--- config.mk ---
export PLATFORM = sky130hd
export DESIGN_NAME = fetch_unit
export DESIGN_NICKNAME = d
export VERILOG_FILES = /design/src/rtl/fetch_pkg.sv /design/src/rtl/fetch_fifo.sv /design/src/rtl/fetch_unit.sv
export SDC_FILE = /design/constraint.sdc
export NUM_CORES = 1
export LEC_CHECK = 0
export CAP_MARGIN = 20
export CORE_ASPECT_RATIO = 0.8
export CORE_MARGIN = 1
export CORE_UTILIZATION = 40
export CTS_CLUSTER_DIAMETER = 60
export DETAILED_ROUTE_END_ITERATION = 10
export DONT_BUFFER_PORTS = 1
export HOLD_SLACK_MARGIN = 0.12
export PLACE_DENSITY = 0.55
export RECOVER_POWER = 25
export SKIP_LAST_GASP = 1
export SYNTH_ARGS = -nofsm -noshare
export SYNTH_HDL_FRONTEND = slang
export SYNTH_HIERARCHICAL = 1
export SYNTH_SLANG_ARGS = --single-unit
--- constraint.sdc ---
create_clock -name clk -period 12.8 [get_ports clk]
set_input_delay 2.56 -clock clk [delete_from_list [all_inputs] [get_ports clk]]
set_output_delay 2.56 -clock clk [all_outputs]
set_load 0.01 [all_outputs]
--- src/rtl/fetch_pkg.sv ---
// Shared types for the instruction-fetch front end.
package fetch_pkg;

  localparam int unsigned FETCH_XLEN = 32;
  localparam int unsigned PC_STEP    = 4;

  typedef enum logic [1:0] {
    IDLE,
    RUN,
    DRAIN
  } fetch_state_t;

  typedef struct packed {
    logic [FETCH_XLEN-1:0] instr;
    logic [FETCH_XLEN-1:0] pc;
  } fetch_entry_t;

endpackage

--- src/rtl/fetch_fifo.sv ---
// Synchronous FIFO with flush; holds prefetched entries and the PC tag queue.
module fetch_fifo
  import fetch_pkg::*;
#(
  parameter type         T     = fetch_entry_t,
  parameter int unsigned DEPTH = 4,
  localparam int unsigned CW   = $clog2(DEPTH + 1)
) (
  input  logic          clk,
  input  logic          rst,
  input  logic          push,
  input  logic          pop,
  input  logic          flush,
  input  T              din,
  output T              dout,
  output logic [CW-1:0] count,
  output logic          full,
  output logic          empty
);

  localparam int unsigned AW = (DEPTH > 1) ? $clog2(DEPTH) : 1;

  T               mem [DEPTH];
  logic [AW-1:0]  rd_ptr;
  logic [AW-1:0]  wr_ptr;
  logic           do_push;
  logic           do_pop;

  function automatic logic [AW-1:0] bump(input logic [AW-1:0] p);
    return (32'(p) == DEPTH - 1) ? '0 : p + 1'b1;
  endfunction

  assign full    = (32'(count) == DEPTH);
  assign empty   = (count == '0);
  assign do_pop  = pop && !flush && !empty;
  assign do_push = push && !flush && (!full || do_pop);
  assign dout    = mem[rd_ptr];

  // Pointer and occupancy bookkeeping; flush empties the queue in one cycle.
  always_ff @(posedge clk or negedge rst) begin
    if (!rst) begin
      rd_ptr <= '0;
      wr_ptr <= '0;
      count  <= '0;
    end else if (flush) begin
      rd_ptr <= '0;
      wr_ptr <= '0;
      count  <= '0;
    end else begin
      if (do_push) wr_ptr <= bump(wr_ptr);
      if (do_pop)  rd_ptr <= bump(rd_ptr);
      case ({do_push, do_pop})
        2'b10:   count <= count + 1'b1;
        2'b01:   count <= count - 1'b1;
        default: ;
      endcase
    end
  end

  // Storage array; contents are only observed through a non-empty head.
  always_ff @(posedge clk) begin
    if (do_push) mem[wr_ptr] <= din;
  end

endmodule

--- src/rtl/fetch_unit.sv ---
// Instruction-fetch front end: PC, memory read requests, prefetch FIFO.
// Optional FETCH_PERF_EN adds saturating fetched/discarded counters.
module fetch_unit
  import fetch_pkg::*;
#(
  parameter int unsigned          DATA_WIDTH      = 32,
  parameter int unsigned          FIFO_DEPTH      = 4,
  parameter int unsigned          MAX_OUTSTANDING = 2,
  parameter logic [DATA_WIDTH-1:0] RESET_PC       = '0
) (
  input  logic                  clk,
  input  logic                  rst,
  output logic                  req_valid,
  input  logic                  req_ready,
  output logic [DATA_WIDTH-1:0] req_addr,
  input  logic                  rsp_valid,
  input  logic [DATA_WIDTH-1:0] rsp_data,
  input  logic                  redirect,
  input  logic [DATA_WIDTH-1:0] redirect_pc,
  output logic                  instr_valid,
  input  logic                  instr_ready,
  output logic [DATA_WIDTH-1:0] instr,
  output logic [DATA_WIDTH-1:0] instr_pc
`ifdef FETCH_PERF_EN
  ,
  output logic [31:0]           perf_fetched,
  output logic [31:0]           perf_discarded
`endif
);

  localparam int unsigned FCW = $clog2(FIFO_DEPTH + 1);
  localparam int unsigned OCW = $clog2(MAX_OUTSTANDING + 1);

  fetch_state_t          state, state_nxt;
  logic [DATA_WIDTH-1:0] pc, pc_nxt;
  logic [OCW-1:0]        discard, discard_nxt;
  logic [OCW-1:0]        outstanding;
  logic [FCW-1:0]        fifo_count;
  logic                  fifo_full, fifo_empty;
  logic                  tag_full, tag_empty;
  logic [DATA_WIDTH-1:0] tag_head;
  fetch_entry_t          ifq_din, ifq_head;
  logic                  redir, req_fire, push, pop;

  // Redirect in IDLE is ignored; requests are not gated by a same-cycle
  // redirect, so an accepted request is counted into discard instead.
  assign redir     = redirect && (state != IDLE);
  assign req_valid = (state == RUN) && !tag_full && !fifo_full &&
                     (32'(fifo_count) + 32'(outstanding) < FIFO_DEPTH);
  assign req_addr  = pc;
  assign req_fire  = req_valid && req_ready;
  assign push      = rsp_valid && !tag_empty && !redir && (discard == '0);
  assign pop       = instr_valid && instr_ready && !redir;
  assign ifq_din   = '{instr: rsp_data, pc: tag_head};

  assign instr_valid = !fifo_empty;
  assign instr       = instr_valid ? ifq_head.instr : '0;
  assign instr_pc    = instr_valid ? ifq_head.pc : '0;

  fetch_fifo #(.T(fetch_entry_t), .DEPTH(FIFO_DEPTH)) u_ifq (
    .clk   (clk),
    .rst   (rst),
    .push  (push),
    .pop   (pop),
    .flush (redir),
    .din   (ifq_din),
    .dout  (ifq_head),
    .count (fifo_count),
    .full  (fifo_full),
    .empty (fifo_empty)
  );

  // Tag queue: one PC per accepted request, retired by every response.
  fetch_fifo #(.T(logic [DATA_WIDTH-1:0]), .DEPTH(MAX_OUTSTANDING)) u_tagq (
    .clk   (clk),
    .rst   (rst),
    .push  (req_fire),
    .pop   (rsp_valid),
    .flush (1'b0),
    .din   (pc),
    .dout  (tag_head),
    .count (outstanding),
    .full  (tag_full),
    .empty (tag_empty)
  );

  // State, PC and discard-count registers.
  always_ff @(posedge clk or negedge rst) begin
    if (!rst) begin
      state   <= IDLE;
      pc      <= RESET_PC;
      discard <= '0;
    end else begin
      state   <= state_nxt;
      pc      <= pc_nxt;
      discard <= discard_nxt;
    end
  end

  // Next-state, PC advance and stale-response accounting.
  always_comb begin
    state_nxt   = state;
    pc_nxt      = pc;
    discard_nxt = discard;
    case (state)
      IDLE:    state_nxt = RUN;
      RUN:     ;
      DRAIN:   ;
      default: state_nxt = IDLE;
    endcase
    if (req_fire) pc_nxt = pc + DATA_WIDTH'(PC_STEP);
    if (rsp_valid && discard != '0) discard_nxt = discard - 1'b1;
    if (state == DRAIN && discard_nxt == '0) state_nxt = RUN;
    if (redir) begin
      pc_nxt      = redirect_pc & ~DATA_WIDTH'(3);
      discard_nxt = outstanding + OCW'(req_fire) - OCW'(rsp_valid);
      state_nxt   = (discard_nxt != '0) ? DRAIN : RUN;
    end
  end

`ifdef FETCH_PERF_EN
  logic [32:0] disc_sum;

  // Dropped responses plus entries thrown away by a flush.
  always_comb begin
    disc_sum = {1'b0, perf_discarded}
             + 33'(rsp_valid && (redir || discard != '0))
             + (redir ? 33'(fifo_count) : 33'd0);
  end

  // Saturating performance counters.
  always_ff @(posedge clk or negedge rst) begin
    if (!rst) begin
      perf_fetched   <= '0;
      perf_discarded <= '0;
    end else begin
      if (push && perf_fetched != '1) perf_fetched <= perf_fetched + 1'b1;
      perf_discarded <= disc_sum[32] ? '1 : disc_sum[31:0];
    end
  end
`endif

endmodule

==> run metrics <==
Critical Path, Cell by Cell=buf_4, mux4_2, nor2b_1; die area=38200 sq um; Synth top cells by count=edfxtp_1, nor2b_1, mux4_2, dfrtp_1, nand2_1; Num CTS Buffers=40; Max-slew headroom=-11.1%; sequential fraction of the synthesis area=71.8%; Inst Count DP=1294; max-cap violations=1; Peak VDD IR=0.0908 mV; Ys Warns=6; port bufs=0; area of the mapped netlist=14900 sq um; CTS tree=yes; gr usage total=16.6%; slowest CP cell=dfrtp_4; drt initial violations=442; top_reg_cell synth=edfxtp_1; Max Slew Vio Count=26; Worst Path Required=10.24 ns; unique cell type count in the Yosys netlist=69; Post-Route WL=31.0 mm; Setup Skew=0.0164 ns; Ports=168; CP Launch Type=register; Leak=5.31 nW; TritonCTS Sinks=365; fin crit period=5.53 ns; pin count of the biggest net entering global routing=66; vias per cell=5.35; Clock Latency Late Sink=0.53 ns; Root Driver=clkbuf_16; CP Capture Type=output pin; Mean Syn Cell Area=18.0 sq um; Yosys top cell by area=edfxtp_1; Post-synth EDFFs=320; antenna viol nets, final=0; Worst-path clk slew=0.05 ns; Initial Utilization=41.1%; Post-CTS Repair Setup Buffers=0; first-pass GRT wire length=47.1 mm; drt pass-1 iters=5; vias in the first global route=7494; initial antenna violation count=1; Remaining DRCs=0; diode count=0; FF-to-FF Start=state[0]$_DFFE_PN0P_; Final #Nets=939; site row count=62; Yosys reg bits=365; buffer depth of the longest clock path=3; fin cells=1364; Setup Total Neg Slack=0 ns; status=complete, but fails checks; Async SR Flop Fraction=12.3%; CP peak stage delay=0.88 ns; core area=36400 sq um; PostCTS Resize Cnt=0; failing checks=capacitance limit, slew limit; WL per Instance=22.7 um; top cells by area, synth=edfxtp_1, mux4_2, dfrtp_1; hold path startpoint=state[1]$_DFFE_PN0P_; CTS H-tree lvls=2; synthesis-to-finish area growth=11.7%; Post-Synthesis Cells=832; CP Class=reg2out; Die H=175 um; Worst Setup SP=u_ifq/rd_ptr[0]$_DFFE_PN0P_; Hold Path Class=reg2reg; Achievable Freq=0.181 GHz; Final Hold Vio Count=0; most frequent cell after synthesis=edfxtp_1; RePlAce Congestion=0.775; fin crit share=43.2%; Die Width=218 um; RSZ-0062 raised after global routing=no; DR vias=7296; DP Wirelength=18.4 mm; GR Overflow Total=0; Worst-Margin Slew=1.67 ns; hold buffer count at CTS=0; power per cell area=177 nW/um^2; layout cells sized above 1=18.9%; Worst Path Arrival=2.97 ns; final setup violation count=0; crit-path max FO=35; area share of the largest cell type after synthesis=64.3%
==> worst max-delay path, delay by kind of cell (launching register included) <==
family	cells	cell delay, ns
buf+inv	1	0.73
flops	1	0.88
mux	1	0.61
simple gates	1	0.18
==> kinds of logic after synthesis <==
kind of cell               synth area share, %
DFF                                       71.8
and+or+nand+nor                           7.78
muxes                                     12.5
buffers and inverters                     2.16
AOI/OAI and AO/OA                         2.51
xor gates and xnor gates                  2.11
adders and majority gates                 1.14
other                                   0.0251
==> where the power goes <==
| group | internal [W] | leakage [nW] | switching, W |
|---|---|---|---|
| combinational | 0.000112 | 1.26 | 0.000155 |
| sequential | 0.00143 | 3.44 | 0.000168 |
| clock | 0.000642 | 0.611 | 0.000450 |
==> metrics by stage <==
stage | utilization [%] | total power (W) | worst slack [ns] | hold slack, ns | instance area [sq um]
6_report | 45.9 | 0.00295 | 7.27 | 0.546 | 16700
5_1_grt | 45.9 | 0.00308 | 7.01 | 0.563 | 16700
4_1_cts | 45.9 | 0.00299 | 7.11 | 0.553 | 16700
3_5_place_dp | 42.5 | 0.00189 | 6.83 | 0.540 | 15500
3_3_place_gp | 42.5 | 0.00188 | 6.88 | 0.534 | 15500
2_1_floorplan | - | 0.00177 | 6.69 | 0.504 | 15000
==> area by class of cell <==
class                      instances  area [sq um]
fill                            3112         19700
sequential                       365         10700
multi-input combinational        420          3960
clock buffer                      51          1080
tap                              480           601
clock inverter                    19           165
timing repair buffer              11          78.8
inverter                          18          67.6
==> state kept, by name (all words and copies together) (netlist names) <==
register and count:
u_tagq/count 2, discard 2, u_ifq/mem 256, u_ifq/wr_ptr 2, req_addr 30, u_tagq/wr_ptr 1, u_ifq/rd_ptr 2, u_ifq/count 3
u_tagq/mem 64, state 2, u_tagq/rd_ptr 1
==> path summary, 6_finish.rpt <==
check	endpoint	slack, ns	cells after the start
setup / recovery	instr[19]	7.27	3
max in group asynchronous	req_addr[15]$_DFFE_PN0P_	10.95	0
min in group asynchronous	req_addr[25]$_DFFE_PN0P_	1.72	0
hold reg to reg	state[1]$_DFFE_PN0P_	0.55	1
setup reg to reg	u_ifq/mem[3][33]$_DFFE_PP_	8.74	10
hold / removal	state[1]$_DFFE_PN0P_	0.55	1
==> cells in the final DEF (no fill, tap or decap), drive strengths merged, types with 7 or more instances in the layout <==
cell type	Yosys	layout
a21oi	9	9
buf	25	10
clkbuf	15	52
clkinv	1	16
conb	1	13
dfrtp	45	45
edfxtp	320	320
ha	12	12
inv	17	18
mux2	35	35
mux4	64	64
nand2	41	41
nand3	12	12
nand4	7	7
nor2	18	18
nor2b	66	66
nor3	14	14
o21ai	30	30
xnor2	23	23
xor2	13	13
==> routing by layer <==
metal | up-vias | track usage (%) | wire, um
met4 | 0 | 4.14 | 422
met1 | 3840 | 24.0 | 14600
met2 | 160 | 25.1 | 14200
met5 | - | 0 | 0
met3 | 42 | 4.30 | 1760
li1 | 3254 | - | -
Power figures use the tool's default switching activity.
